### config.mk
export PLATFORM = sky130hd
export DESIGN_NAME = mips_mc_controller
export DESIGN_NICKNAME = d
export VERILOG_FILES = /design/src/rtl/mips_pkg.sv /design/src/rtl/mips_alu_decoder.sv /design/src/rtl/mips_mc_controller.sv
export SDC_FILE = /design/constraint.sdc
export NUM_CORES = 1
export LEC_CHECK = 0
export CAP_MARGIN = 20
export CELL_PAD_IN_SITES_DETAIL_PLACEMENT = 0
export CELL_PAD_IN_SITES_GLOBAL_PLACEMENT = 2
export CORE_UTILIZATION = 20
export CTS_CLUSTER_SIZE = 40
export DETAILED_ROUTE_END_ITERATION = 16
export HOLD_SLACK_MARGIN = 0.12
export PLACE_DENSITY_LB_ADDON = 0.25
export SYNTH_ARGS = -nofsm -noshare
export SYNTH_HDL_FRONTEND = slang
export SYNTH_SLANG_ARGS = --single-unit
### constraint.sdc
create_clock -name clk -period 3.8 [get_ports clk]
set_clock_uncertainty 0.2 [all_clocks]
set_input_delay 0.95 -clock clk [delete_from_list [all_inputs] [get_ports clk]]
set_output_delay 0.95 -clock clk [all_outputs]
set_load 0.02 [all_outputs]
### src/rtl/mips_pkg.sv
// Shared definitions for the multicycle MIPS control unit.
// Holds the controller state enum, opcode and funct constants, the 5-bit
// ALUControl codes (shared with the alu block), the ALU-op selector used by
// the ALU decoder, and the alusrcb / pcsrc mux encodings.
package mips_pkg;

    typedef enum logic [3:0] {
        S_FETCH,
        S_DECODE,
        S_MEMADR,
        S_MEMRD,
        S_MEMWB,
        S_MEMWR,
        S_EXECUTE,
        S_ALUWB,
        S_BRANCH,
        S_ADDIEX,
        S_ADDIWB,
        S_JUMP
    } state_e;

    typedef enum logic [1:0] {
        ALUOP_ADD   = 2'b00,
        ALUOP_SUB   = 2'b01,
        ALUOP_FUNCT = 2'b10
    } aluop_e;

    localparam logic [5:0] OP_RTYPE = 6'h00;
    localparam logic [5:0] OP_J     = 6'h02;
    localparam logic [5:0] OP_BEQ   = 6'h04;
    localparam logic [5:0] OP_BNE   = 6'h05;
    localparam logic [5:0] OP_ADDI  = 6'h08;
    localparam logic [5:0] OP_LW    = 6'h23;
    localparam logic [5:0] OP_SW    = 6'h2B;

    localparam logic [5:0] FN_ADD = 6'h20;
    localparam logic [5:0] FN_SUB = 6'h22;
    localparam logic [5:0] FN_AND = 6'h24;
    localparam logic [5:0] FN_OR  = 6'h25;
    localparam logic [5:0] FN_SLT = 6'h2A;

    localparam logic [4:0] ALU_AND = 5'b00000;
    localparam logic [4:0] ALU_OR  = 5'b00001;
    localparam logic [4:0] ALU_ADD = 5'b00010;
    localparam logic [4:0] ALU_SUB = 5'b00110;
    localparam logic [4:0] ALU_SLT = 5'b00111;

    localparam logic [1:0] SRCB_B     = 2'b00;
    localparam logic [1:0] SRCB_FOUR  = 2'b01;
    localparam logic [1:0] SRCB_IMM   = 2'b10;
    localparam logic [1:0] SRCB_IMMSH = 2'b11;

    localparam logic [1:0] PCSRC_ALU    = 2'b00;
    localparam logic [1:0] PCSRC_ALUOUT = 2'b01;
    localparam logic [1:0] PCSRC_JUMP   = 2'b10;

endpackage

### src/rtl/mips_alu_decoder.sv
// Combinational ALU decoder.
// Ports:
//   aluop_i         add / sub / use-funct selector from the controller
//   funct_i         instr[5:0]
//   alu_ctrl_o      5-bit ALUControl for the alu block
//   funct_illegal_o high when aluop_i selects funct and funct is unsupported
module mips_alu_decoder
    import mips_pkg::*;
(
    input  aluop_e      aluop_i,
    input  logic [5:0]  funct_i,
    output logic [4:0]  alu_ctrl_o,
    output logic        funct_illegal_o
);

    always_comb begin
        alu_ctrl_o      = ALU_ADD;
        funct_illegal_o = 1'b0;
        case (aluop_i)
            ALUOP_SUB: alu_ctrl_o = ALU_SUB;
            ALUOP_FUNCT: begin
                case (funct_i)
                    FN_ADD:  alu_ctrl_o = ALU_ADD;
                    FN_SUB:  alu_ctrl_o = ALU_SUB;
                    FN_AND:  alu_ctrl_o = ALU_AND;
                    FN_OR:   alu_ctrl_o = ALU_OR;
                    FN_SLT:  alu_ctrl_o = ALU_SLT;
                    default: funct_illegal_o = 1'b1;
                endcase
            end
            default: alu_ctrl_o = ALU_ADD;
        endcase
    end

endmodule

### src/rtl/mips_mc_controller.sv
// Multicycle MIPS control unit: Moore sequencing FSM plus ALU decoder.
// Optional feature macro: MIPS_MC_CTRL_BNE_EN (adds bne via the BRANCH state).
//
// state    | meaning
// ---------+------------------------------------------------------
// FETCH    | read instr at PC, load IR, PC <= PC + 4
// DECODE   | branch target into ALUOut, dispatch on opcode
// MEMADR   | ALUOut <= A + signext imm (lw/sw address)
// MEMRD    | read data memory at ALUOut
// MEMWB    | rt <= MDR
// MEMWR    | write data memory at ALUOut
// EXECUTE  | R-type ALU op selected by funct
// ALUWB    | rd <= ALUOut (suppressed after an unknown funct)
// BRANCH   | compare A-B, PC <= ALUOut when taken
// ADDIEX   | ALUOut <= A + signext imm
// ADDIWB   | rt <= ALUOut
// JUMP     | PC <= jump target
//
// Ports: clk, reset (sync, active-high), op/funct from IR, zero from alu;
// datapath selects iord, regdst, memtoreg, alusrca, alusrcb, pcsrc; write
// enables memwrite, irwrite, regwrite, pcen; ALUControl; illegal_op pulse.
module mips_mc_controller
    import mips_pkg::*;
#(
    parameter int OPW = 6,
    parameter int FNW = 6,
    parameter int ACW = 5
) (
    input  logic           clk,
    input  logic           reset,
    input  logic [OPW-1:0] op,
    input  logic [FNW-1:0] funct,
    input  logic           zero,
    output logic           iord,
    output logic           memwrite,
    output logic           irwrite,
    output logic           regdst,
    output logic           memtoreg,
    output logic           regwrite,
    output logic           alusrca,
    output logic [1:0]     alusrcb,
    output logic [1:0]     pcsrc,
    output logic           pcen,
    output logic [ACW-1:0] ALUControl,
    output logic           illegal_op
);

    state_e     state_q, state_d, state_eff;
    logic       bad_funct_q, bad_funct_d;
    aluop_e     aluop;
    logic [4:0] alu_ctrl;
    logic       funct_illegal;
`ifdef MIPS_MC_CTRL_BNE_EN
    logic       is_bne_q, is_bne_d;
`endif

    mips_alu_decoder u_alu_dec (
        .aluop_i         (aluop),
        .funct_i         (funct),
        .alu_ctrl_o      (alu_ctrl),
        .funct_illegal_o (funct_illegal)
    );

    assign ALUControl = ACW'(alu_ctrl);

    always_ff @(posedge clk) begin
        if (reset) begin
            state_q     <= S_FETCH;
            bad_funct_q <= 1'b0;
`ifdef MIPS_MC_CTRL_BNE_EN
            is_bne_q    <= 1'b0;
`endif
        end else begin
            state_q     <= state_d;
            bad_funct_q <= bad_funct_d;
`ifdef MIPS_MC_CTRL_BNE_EN
            is_bne_q    <= is_bne_d;
`endif
        end
    end

    // While reset is high, decode as FETCH so every select shows its FETCH
    // value; the write enables are then forced low below.
    always_comb begin
        state_eff   = reset ? S_FETCH : state_q;
        state_d     = S_FETCH;
        bad_funct_d = bad_funct_q;
`ifdef MIPS_MC_CTRL_BNE_EN
        is_bne_d    = is_bne_q;
`endif
        aluop       = ALUOP_ADD;
        iord        = 1'b0;
        memwrite    = 1'b0;
        irwrite     = 1'b0;
        regdst      = 1'b0;
        memtoreg    = 1'b0;
        regwrite    = 1'b0;
        alusrca     = 1'b0;
        alusrcb     = SRCB_B;
        pcsrc       = PCSRC_ALU;
        pcen        = 1'b0;
        illegal_op  = 1'b0;

        case (state_eff)
            S_FETCH: begin
                irwrite = 1'b1;
                alusrcb = SRCB_FOUR;
                pcen    = 1'b1;
                state_d = S_DECODE;
            end
            S_DECODE: begin
                alusrcb = SRCB_IMMSH;
`ifdef MIPS_MC_CTRL_BNE_EN
                is_bne_d = (op == OP_BNE);
`endif
                case (op)
                    OP_LW, OP_SW: state_d = S_MEMADR;
                    OP_RTYPE:     state_d = S_EXECUTE;
                    OP_BEQ:       state_d = S_BRANCH;
`ifdef MIPS_MC_CTRL_BNE_EN
                    OP_BNE:       state_d = S_BRANCH;
`endif
                    OP_ADDI:      state_d = S_ADDIEX;
                    OP_J:         state_d = S_JUMP;
                    default:      illegal_op = 1'b1;
                endcase
            end
            S_MEMADR: begin
                alusrca = 1'b1;
                alusrcb = SRCB_IMM;
                // IR is held across the instruction, so op is still valid here.
                state_d = (op == OP_SW) ? S_MEMWR : S_MEMRD;
            end
            S_MEMRD: begin
                iord    = 1'b1;
                state_d = S_MEMWB;
            end
            S_MEMWB: begin
                memtoreg = 1'b1;
                regwrite = 1'b1;
            end
            S_MEMWR: begin
                iord     = 1'b1;
                memwrite = 1'b1;
            end
            S_EXECUTE: begin
                alusrca     = 1'b1;
                aluop       = ALUOP_FUNCT;
                illegal_op  = funct_illegal;
                bad_funct_d = funct_illegal;
                state_d     = S_ALUWB;
            end
            S_ALUWB: begin
                regdst   = 1'b1;
                regwrite = ~bad_funct_q;
            end
            S_BRANCH: begin
                alusrca = 1'b1;
                aluop   = ALUOP_SUB;
                pcsrc   = PCSRC_ALUOUT;
`ifdef MIPS_MC_CTRL_BNE_EN
                pcen    = is_bne_q ? ~zero : zero;
`else
                pcen    = zero;
`endif
            end
            S_ADDIEX: begin
                alusrca = 1'b1;
                alusrcb = SRCB_IMM;
                state_d = S_ADDIWB;
            end
            S_ADDIWB: regwrite = 1'b1;
            S_JUMP: begin
                pcsrc = PCSRC_JUMP;
                pcen  = 1'b1;
            end
            default: state_d = S_FETCH;
        endcase

        if (reset) begin
            memwrite   = 1'b0;
            irwrite    = 1'b0;
            regwrite   = 1'b0;
            pcen       = 1'b0;
            illegal_op = 1'b0;
        end
    end

endmodule

# [Word level (Yosys, flattened, before mapping)]
# Cells that the tools add are included.
# W data, S select, Z words.
[classes] addsub=0 mul=0 div_mod_pow=0 n_lt_le_gt_ge=0 n_eq_ne=23 shifts=0 mux=26 n_bitwise=1 reduce_logical=10
[op_table] op="$eq A6 B6 Y1 const B" count=7
[op_table] op="$pmux W4 S6" count=1
[op_table] op="$pmux W4 S5" count=1
[op_table] op="$eq A4 B3 Y1 const B" count=4
[op_table] op="$eq A4 B4 Y1 const B" count=4
[op_table] op="$mux W1" count=14
[op_table] op="$pmux W3 S4" count=1
[op_table] op="$pmux W5 S2" count=1
[op_table] op="$reduce_or A2 Y1" count=5
[op_table] op="$eq A4 B2 Y1 const B" count=2
[op_table] op="$pmux W2 S2" count=2
[op_table] op="$eq A6 B2 Y1 const B" count=1
[op_table] op="$eq A6 B3 Y1 const B" count=1
[op_table] op="$eq A6 B4 Y1 const B" count=1
[op_table] op="$logic_not A6 Y1" count=1
[op_table] op="$pmux W1 S2" count=3
[op_table] op="$pmux W2 S3" count=1
[op_table] op="$reduce_or A6 Y1" count=1
[op_table] op="$reduce_or A5 Y1" count=1
[op_table] op="$eq A4 B1 Y1 const B" count=1
[op_table] op="$logic_not A4 Y1" count=1
[op_table] op="$mux W4" count=1
[op_table] op="$reduce_or A4 Y1" count=1
[op_table] op="$mux W3" count=1
[op_table] op="3 further kinds" count=3
[word_totals] register_bits=5 latch_bits=0 ramBits=0 mem_bits_ro=0 inputBits=15 output_inout_bits=18 elab_cells=62 n_memories=0

# [Longest topological paths before layout]
# Gate-level depths: netlist of the first run.
[logic_depth] depth_word=7 ltp_mapped=9 depth_no_buf=7

# [Modules after synthesis]
# A second synthesis of the first run with hierarchy kept.
[unflattened] cells_unflattened=100 hier_area_um2=730.7
[modules_own_cells] module="mips_mc_controller" instances=1 cells_per_inst=77 area_per_inst_um2=563.0 seq_area_each_um2=100.1
[modules_own_cells] module="mips_alu_decoder" instances=1 cells_per_inst=23 area_per_inst_um2=167.7 seq_area_each_um2=0.0

# [Least setup slack after synthesis of the first run]
# No wires, ideal clock.
[synth_path] path_type="input-to-output" startpoint="in reset" endpoint="out ALUControl[0]" arrival_time_ns=2.482 t_required_ns=2.650 setup_slack_ns=0.168 cell_stages=7 n_path_buf=2 cell_sequence="buf_6 -> or2_0 -> buf_2 -> nor4_2 -> inv_1 -> ha_1 -> nor3_1"
[synth_via] elab_chain_cells=5 word_cells_on_any_way=7 classes_between="4 x eq/ne; 3 x mux"
[synth_rtl] item="from (decl)" line_no="mips_mc_controller.sv:30" rtl="input logic reset,"
[synth_rtl] item="$mux W4 *" line_no="mips_mc_controller.sv:85" rtl="state_eff = reset ? S_FETCH : state_q;"
[synth_rtl] item="$eq A4 B4 Y1 / $eq A4 B3 Y1 (equally long branches)" line_no="mips_mc_controller.sv:104" rtl="case (state_eff)"
[synth_rtl] item="$pmux W2 S2 *" line_no="mips_mc_controller.sv:104"
[synth_rtl] item="$eq A2 B2 Y1 / $eq A2 B1 Y1 (equally long branches)" line_no="mips_alu_decoder.sv:19" rtl="case (aluop_i)"
[synth_rtl] item="$pmux W5 S2 *" line_no="mips_alu_decoder.sv:19"
[synth_rtl] item="to (decl)" line_no="mips_mc_controller.sv:44" rtl="output logic [ACW-1:0] ALUControl,"
# Mark *: on every way between the ends. The rest lies on a longest branch, timed or not.

# [Final worst setup path of the first run]
[layout_path] startpoint="in reset" endpoint="out ALUControl[1]"
# The elaborated chain is that of the path after synthesis.

==> key figures, run 1 <==
Global route
  • Top Usage Layer GRT: met2
  • Total track usage: 0.1251
  • Met2 Track Usage GR: 0.2214
  • Met3 usage: 0.03838
  • Global-route wire length before repair: ~3500 um
  • GR Util met1: 0.1530
  • Vias in the first global route: roughly 850
  • Initial antenna violation count: 0
  • Largest net degree at the start of global routing: 15
  • Grt ovf: 0

CTS
  • Clock transition at path regs: 0.04 ns
  • H-tree depth: 1
  • Skew-Pair Late Insertion Delay: 0.24 ns
  • CTS tree: done
  • TritonCTS Buffers: 3
  • CTS root buffer: clkbuf_4
  • Clk sinks: 5
  • Max clock buf depth: 2

STA
  • Setup TNS: 0 ns
  • Fmax: 0.2755 GHz
  • Unrepaired setup endpoints after global routing: no
  • # setup viols final: 0
  • Period utilization: 0.9554
  • Crit path time final: 3.630 ns
  • Final Hold Viols: 0
  • Final Max Tran Viols: 0

Logic synthesis
  • Yosys cell types: 36
  • Yosys top cell by area: dfxtp_1
  • Most used DFF post-synth: dfxtp_1
  • Seq/Total Area, Yosys: 0.1460
  • Synth warn: 0
  • Dominant cells by area after synthesis: dfxtp_1, nor2_1, ha_1
  • Syn Area/Cell: between 6 and 7 um^2
  • Post-Synthesis Cells: 98
  • Post-synth EDFFs: 0
  • Yosys top cell area share: 0.1460
  • FF+latch count, synth: 5
  • Netlist Area Pre-Place: 685.7 um^2
  • Post-synth ARST share: 0

Placement
  • PortBufs: 30
  • Dpl hpwl: 1692 um
  • GP Congestion: 0.7286

Route
  • DR vias: 881
  • Drt pass-1 iters: 4
  • Iteration-0 DRC Markers: 18
  • WL/cell: approximately 11 um
  • Final wirelength: 2110 um
  • ANT nets after route: 0
  • Vias per std cell: 4.541
  • DR DRC count: 0

Worst setup path
  • R2r setup slk: 1.96 ns
  • Critical path startpoint category: primary input
  • CP Capture Type: output pin
  • WP data required: 2.65 ns
  • Worst Path Max Fanout: 3
  • Critical path class: in -> out
  • CP arrival: roughly 2.5 ns

Min path
  • Hold crit path type: reg -> reg

Floorplanning
  • Die width: 60.55 um
  • Ports: 33
  • Initial Util: 0.2175
  • Cell Rows: 20
  • Die height: 60.55 um
  • Die ar.: 3666 um^2
  • Core area: 3153 um^2

Finish
  • Ratio of cells with drive above 1 in the final layout: 0.2667
  • Most frequent cells in the layout: buf_4, clkdlybuf4s50_1, nor2_1
  • Final nets: between 150 and 200
  • Commonest non-fill, non-tap cell in the layout: buf_4
  • Layout area overhead: 76.46%
  • # diodes: 0

Power
  • Leakage: around 0.00048 uW
  • Pwr dens: 157.1 nW/um^2
  • Final Total Pwr: 190.0 uW
  • Worst vdd ir: 0.1160 mV

Job
  • # Max-Cap Violations: 0

Run status
  • Status: finished clean
## synth_stat cells, types with 2 or more instances
| master | number |
|---|---|
| a2111oi_2 | 2 |
| a21oi_1 | 5 |
| a32oi_1 | 2 |
| a41oi_1 | 2 |
| and3_1 | 4 |
| buf_2 | 4 |
| buf_4 | 3 |
| dfxtp_1 | 5 |
| ha_1 | 3 |
| inv_1 | 4 |
| nand2_1 | 6 |
| nand2b_1 | 2 |
| nand3_1 | 7 |
| nor2_1 | 13 |
| nor2b_1 | 2 |
| nor3_1 | 5 |
| nor3b_1 | 2 |
| nor4_1 | 2 |
| o211ai_1 | 3 |
| o21ai_0 | 4 |
| xor2_1 | 3 |
## registers in the layout, indices dropped and copies added, names as in the netlist
register,cells
bad_funct_q,1
state_q,4
## final cells by class
| class | count | area (um^2) |
|---|---|---|
| Multi-Input combinational cell | 81 | 533.0 |
| Sequential cell | 5 | 100.1 |
| Inverter | 5 | 18.77 |
| Timing Repair Buffer | 55 | 476.7 |
| Clock buffer | 4 | 26.28 |
| Tap cell | 44 | 55.05 |
| Fill cell | 349 | 1943 |
## critical path, cell delays in order
cell and delay [ns]:
buf_2 0.11, or2_1 0.24, nor4_2 0.18, inv_1 0.13, ha_4 0.18, a21boi_2 0.15
or3_1 0.39, buf_6 0.14
## final timing paths
path | from | end | depth (start not counted)
max | reset | ALUControl[1] | 8
min | bad_funct_q$_SDFFE_PP0N_ | bad_funct_q$_SDFFE_PP0N_ | 2
max reg2reg | state_q[3]$_SDFF_PP0_ | bad_funct_q$_SDFFE_PP0N_ | 8
min reg2reg | bad_funct_q$_SDFFE_PP0N_ | bad_funct_q$_SDFFE_PP0N_ | 2
## kinds of logic after synthesis
group / after synthesis / synth area share
other cells: 1 / 0.005469
buf+inv: 13 / 0.1058
simple gates: 51 / 0.4106
compound gates: 22 / 0.2391
flops: 5 / 0.1460
xor+xnor: 3 / 0.03833
fa+ha+maj: 3 / 0.05475
## what timing repair did
| item | 4_1_cts | 5_1_grt |
|---|---|---|
| pin swaps | 4 | 1 |
| setup endpoints to repair | 8 | 1 |
| hold buffers | 0 | 0 |
| buffers inserted | 1 | 0 |
| gates resized for setup | 23 | 0 |
## through the flow
step / std cells / area (um^2) / hold slack, ns / setup slack (ns) / utilization
after floorplan: 99 / 689.4 / 0.2333 / 0.1679 / -
after global placement: 189 / 1171 / 0.2780 / -0.5191 / 0.3714
after detailed placement: 189 / 1171 / 0.2847 / -0.5644 / 0.3714
after CTS: 194 / 1210 / 0.2916 / 0.02215 / 0.3837
after global routing: 194 / 1210 / 0.3273 / 0.07127 / 0.3837
final: 194 / 1210 / 0.2809 / 0.1696 / 0.3837
## metal layers
layer	up-vias	routed length [um]
li1	452	-
met5	-	0
met4	0	0
met1	407	1003
met3	0	88
met2	22	1018
## power by group
part	switching [uW]	internal (uW)	total, uW
Sequential	3.26	54.0	57.2
Clock	23.0	39.8	62.8
Combinational	32.3	37.7	70.1
Power figures use the tool's default switching activity.
==> run 2: changes to the inputs <==
- PLACE_DENSITY: not set -> 0.88
- PLACE_DENSITY_LB_ADDON: 0.25 -> not set
==> key figures, run 2 (synthesized netlist as in run 1, its figures left out) <==
Finish
  • Most frequent cells in the layout: clkdlybuf4s50_1, buf_4, nor2_1
  • # diodes: 0 (unchanged)
  • Layout area overhead: 75.91%
  • Filler cells: 346 (-0.86%)
  • Largest regs: state_q (4), bad_funct_q (1)
  • Final core occ: 0.3825 (-0.001190)
  • Final nets: 166 (-1.8%)
  • Register area: 100.1 um^2 (unchanged)
  • Non-Filler Instances: 191 (-1.5%)
  • Ratio of cells with drive above 1 in the final layout: 0.2721 (+0.005442)
  • Multi-input gate area: 541.8 um^2 (+1.6%)
  • Commonest non-fill, non-tap cell in the layout: clkdlybuf4s50_1
  • Biggest register: state_q
  • Number of flip-flops in the largest register: 4 (unchanged)

Run status
  • Status: finished clean

Power
  • P_int: 131.2 uW (-0.21%)
  • NetSw: 62.36 uW (+6.4%)
  • Leakage: 0.0004624 uW (-4.1%)
  • Worst vdd ir: 0.1240 mV (+6.9%)
  • Clock power frac: 0.337 (+0.007)
  • Final Total Pwr: 193.5 uW (+1.8%)
  • Reg power frac: 0.293 (-0.008)
  • Sw Share: 0.3222 (+0.01391)
  • Gate power share: 0.370 (about the same)
  • Pwr dens: 160.5 nW/um^2 (+2.2%)

STA
  • Final Max Tran Viols: 0 (unchanged)
  • Hold_ws: 0.2712 ns (-0.009692 ns)
  • Crit path time final: 3.709 ns (+0.07856 ns)
  • Final setup margin: 0.09103 ns (-0.07856 ns)
  • Fmax: 0.2696 GHz (-2.1%)
  • Period utilization: 0.9760 (+0.02067)
  • # setup viols final: 0 (unchanged)
  • Unrepaired setup endpoints after global routing: no
  • Final Hold Viols: 0 (unchanged)

Placement
  • Pre-CTS WS: -0.5512 ns (+0.01322 ns)
  • Dpl hpwl: 1738 um (+2.7%)
  • GP Congestion: 0.8202 (+13%)
  • # placed instances: 186 (-1.6%)
  • PortBufs: 30 (unchanged)

Floorplanning
  • Die height: 60.55 um (unchanged)
  • Die ar.: 3666 um^2 (unchanged)
  • Ports: 33 (unchanged)
  • Die width: 60.55 um (unchanged)
  • Core area: 3153 um^2 (unchanged)
  • Cell Rows: 20 (unchanged)
  • Initial Util: 0.2175 (unchanged)

Worst setup path
  • Worst Path Max Fanout: 2 (-1)
  • WP data required: 2.65 ns (about the same)
  • R2r setup slk: 1.75 ns (-0.21 ns)
  • Critical path startpoint category: primary input
  • Critical path class: in -> out
  • CP Capture Type: output pin
  • CP arrival: 2.56 ns (+0.08 ns)

Global route
  • Global-route wire length before repair: 3581 um (+3.2%)
  • Met3 usage: 0.03838 (unchanged)
  • Largest net degree at the start of global routing: 13 (-2)
  • Top Usage Layer GRT: met2
  • Vias in the first global route: 856 (+0.82%)
  • Total track usage: 0.1312 (+0.006073)
  • Grt ovf: 0 (unchanged)
  • GR Util met1: 0.1474 (-0.005520)
  • Initial antenna violation count: 0 (unchanged)
  • Met2 Track Usage GR: 0.2339 (+0.01256)

Route
  • ANT nets after route: 0 (unchanged)
  • DR vias: 907 (+3.0%)
  • DR DRC count: 0 (unchanged)
  • Iteration-0 DRC Markers: 10 (-8)
  • Final wirelength: 2257 um (+7.0%)
  • Drt pass-1 iters: 4 (unchanged)
  • WL/cell: 11.82 um (+8.6%)
  • Vias per std cell: 4.749 (+4.6%)

CTS
  • Skew-Pair Late Insertion Delay: 0.25 ns (about the same)
  • Hold_buf cts: 0 (unchanged)
  • TritonCTS Buffers: 3 (unchanged)
  • Clock transition at path regs: 0.04 ns (about the same)
  • CTS tree: done
  • H-tree depth: 1 (unchanged)
  • Max clock buf depth: 2 (unchanged)
  • Clk sinks: 5 (unchanged)
  • CTS root buffer: clkbuf_4

Job
  • # Max-Cap Violations: 0 (unchanged)

Min path
  • Hold crit path type: reg -> reg
## run 2: cell count changes in the layout (fill, tap and decap cells not counted), sizes merged
| cell | change |
|---|---|
| buf | -4 |
| dlygate4sd2 | -1 |
| clkdlybuf4s15 | +2 |
## run 2: critical path: stages
cell and delay [ns]:
clkdlybuf4s15_2 0.19, or2_1 0.27, nor4_4 0.21, inv_2 0.09, ha_4 0.17, a21boi_2 0.15
or3_1 0.39, buf_6 0.14
## run 2: timing repair
action	CTS	global route
endpoints found under the setup margin	7	2
pin swaps	5	1
buffers inserted	1	0
resized for setup	26	2
## run 2: layout make-up
class	count	area share
inverter	5	0.01556
multi-input combinational	81	0.4492
timing repair buffer	52	0.3849
tap	44	0.04564
clock buffer	4	0.02178
sequential	5	0.08299
## run 2: power groups by stage
stage	Combinational (uW)	Sequential, uW	Clock (uW)
2_1_floorplan	33.1	56.5	0
3_3_place_gp	69.5	57.4	0
3_5_place_dp	71.0	57.5	0
4_1_cts	70.7	56.6	68.6
5_1_grt	77.6	56.8	70.8
6_report	71.5	56.8	65.2
## run 2: path summary, 6_finish.rpt
kind	from	cells after the start	endpoint
worst max-delay path	reset	8	ALUControl[1]
worst min-delay path	bad_funct_q$_SDFFE_PP0N_	2	bad_funct_q$_SDFFE_PP0N_
worst max register to register	state_q[1]$_SDFF_PP0_	7	bad_funct_q$_SDFFE_PP0N_
worst min register to register	bad_funct_q$_SDFFE_PP0N_	2	bad_funct_q$_SDFFE_PP0N_
## run 2: metrics by stage
stage	area, um^2	TNS, ns
detailed placement	1149	-2.443
floorplan	689.4	0
CTS	1197	0
global placement	1149	-2.217
finish	1206	0
global route	1206	0
## run 2: routing by layer
metal  up-vias  wire length, um  share of wire
met5         -                0              0
met4         0               45          0.020
met3        11              135          0.060
met2        36             1078           0.48
met1       407              997           0.44
li1        453                -              -
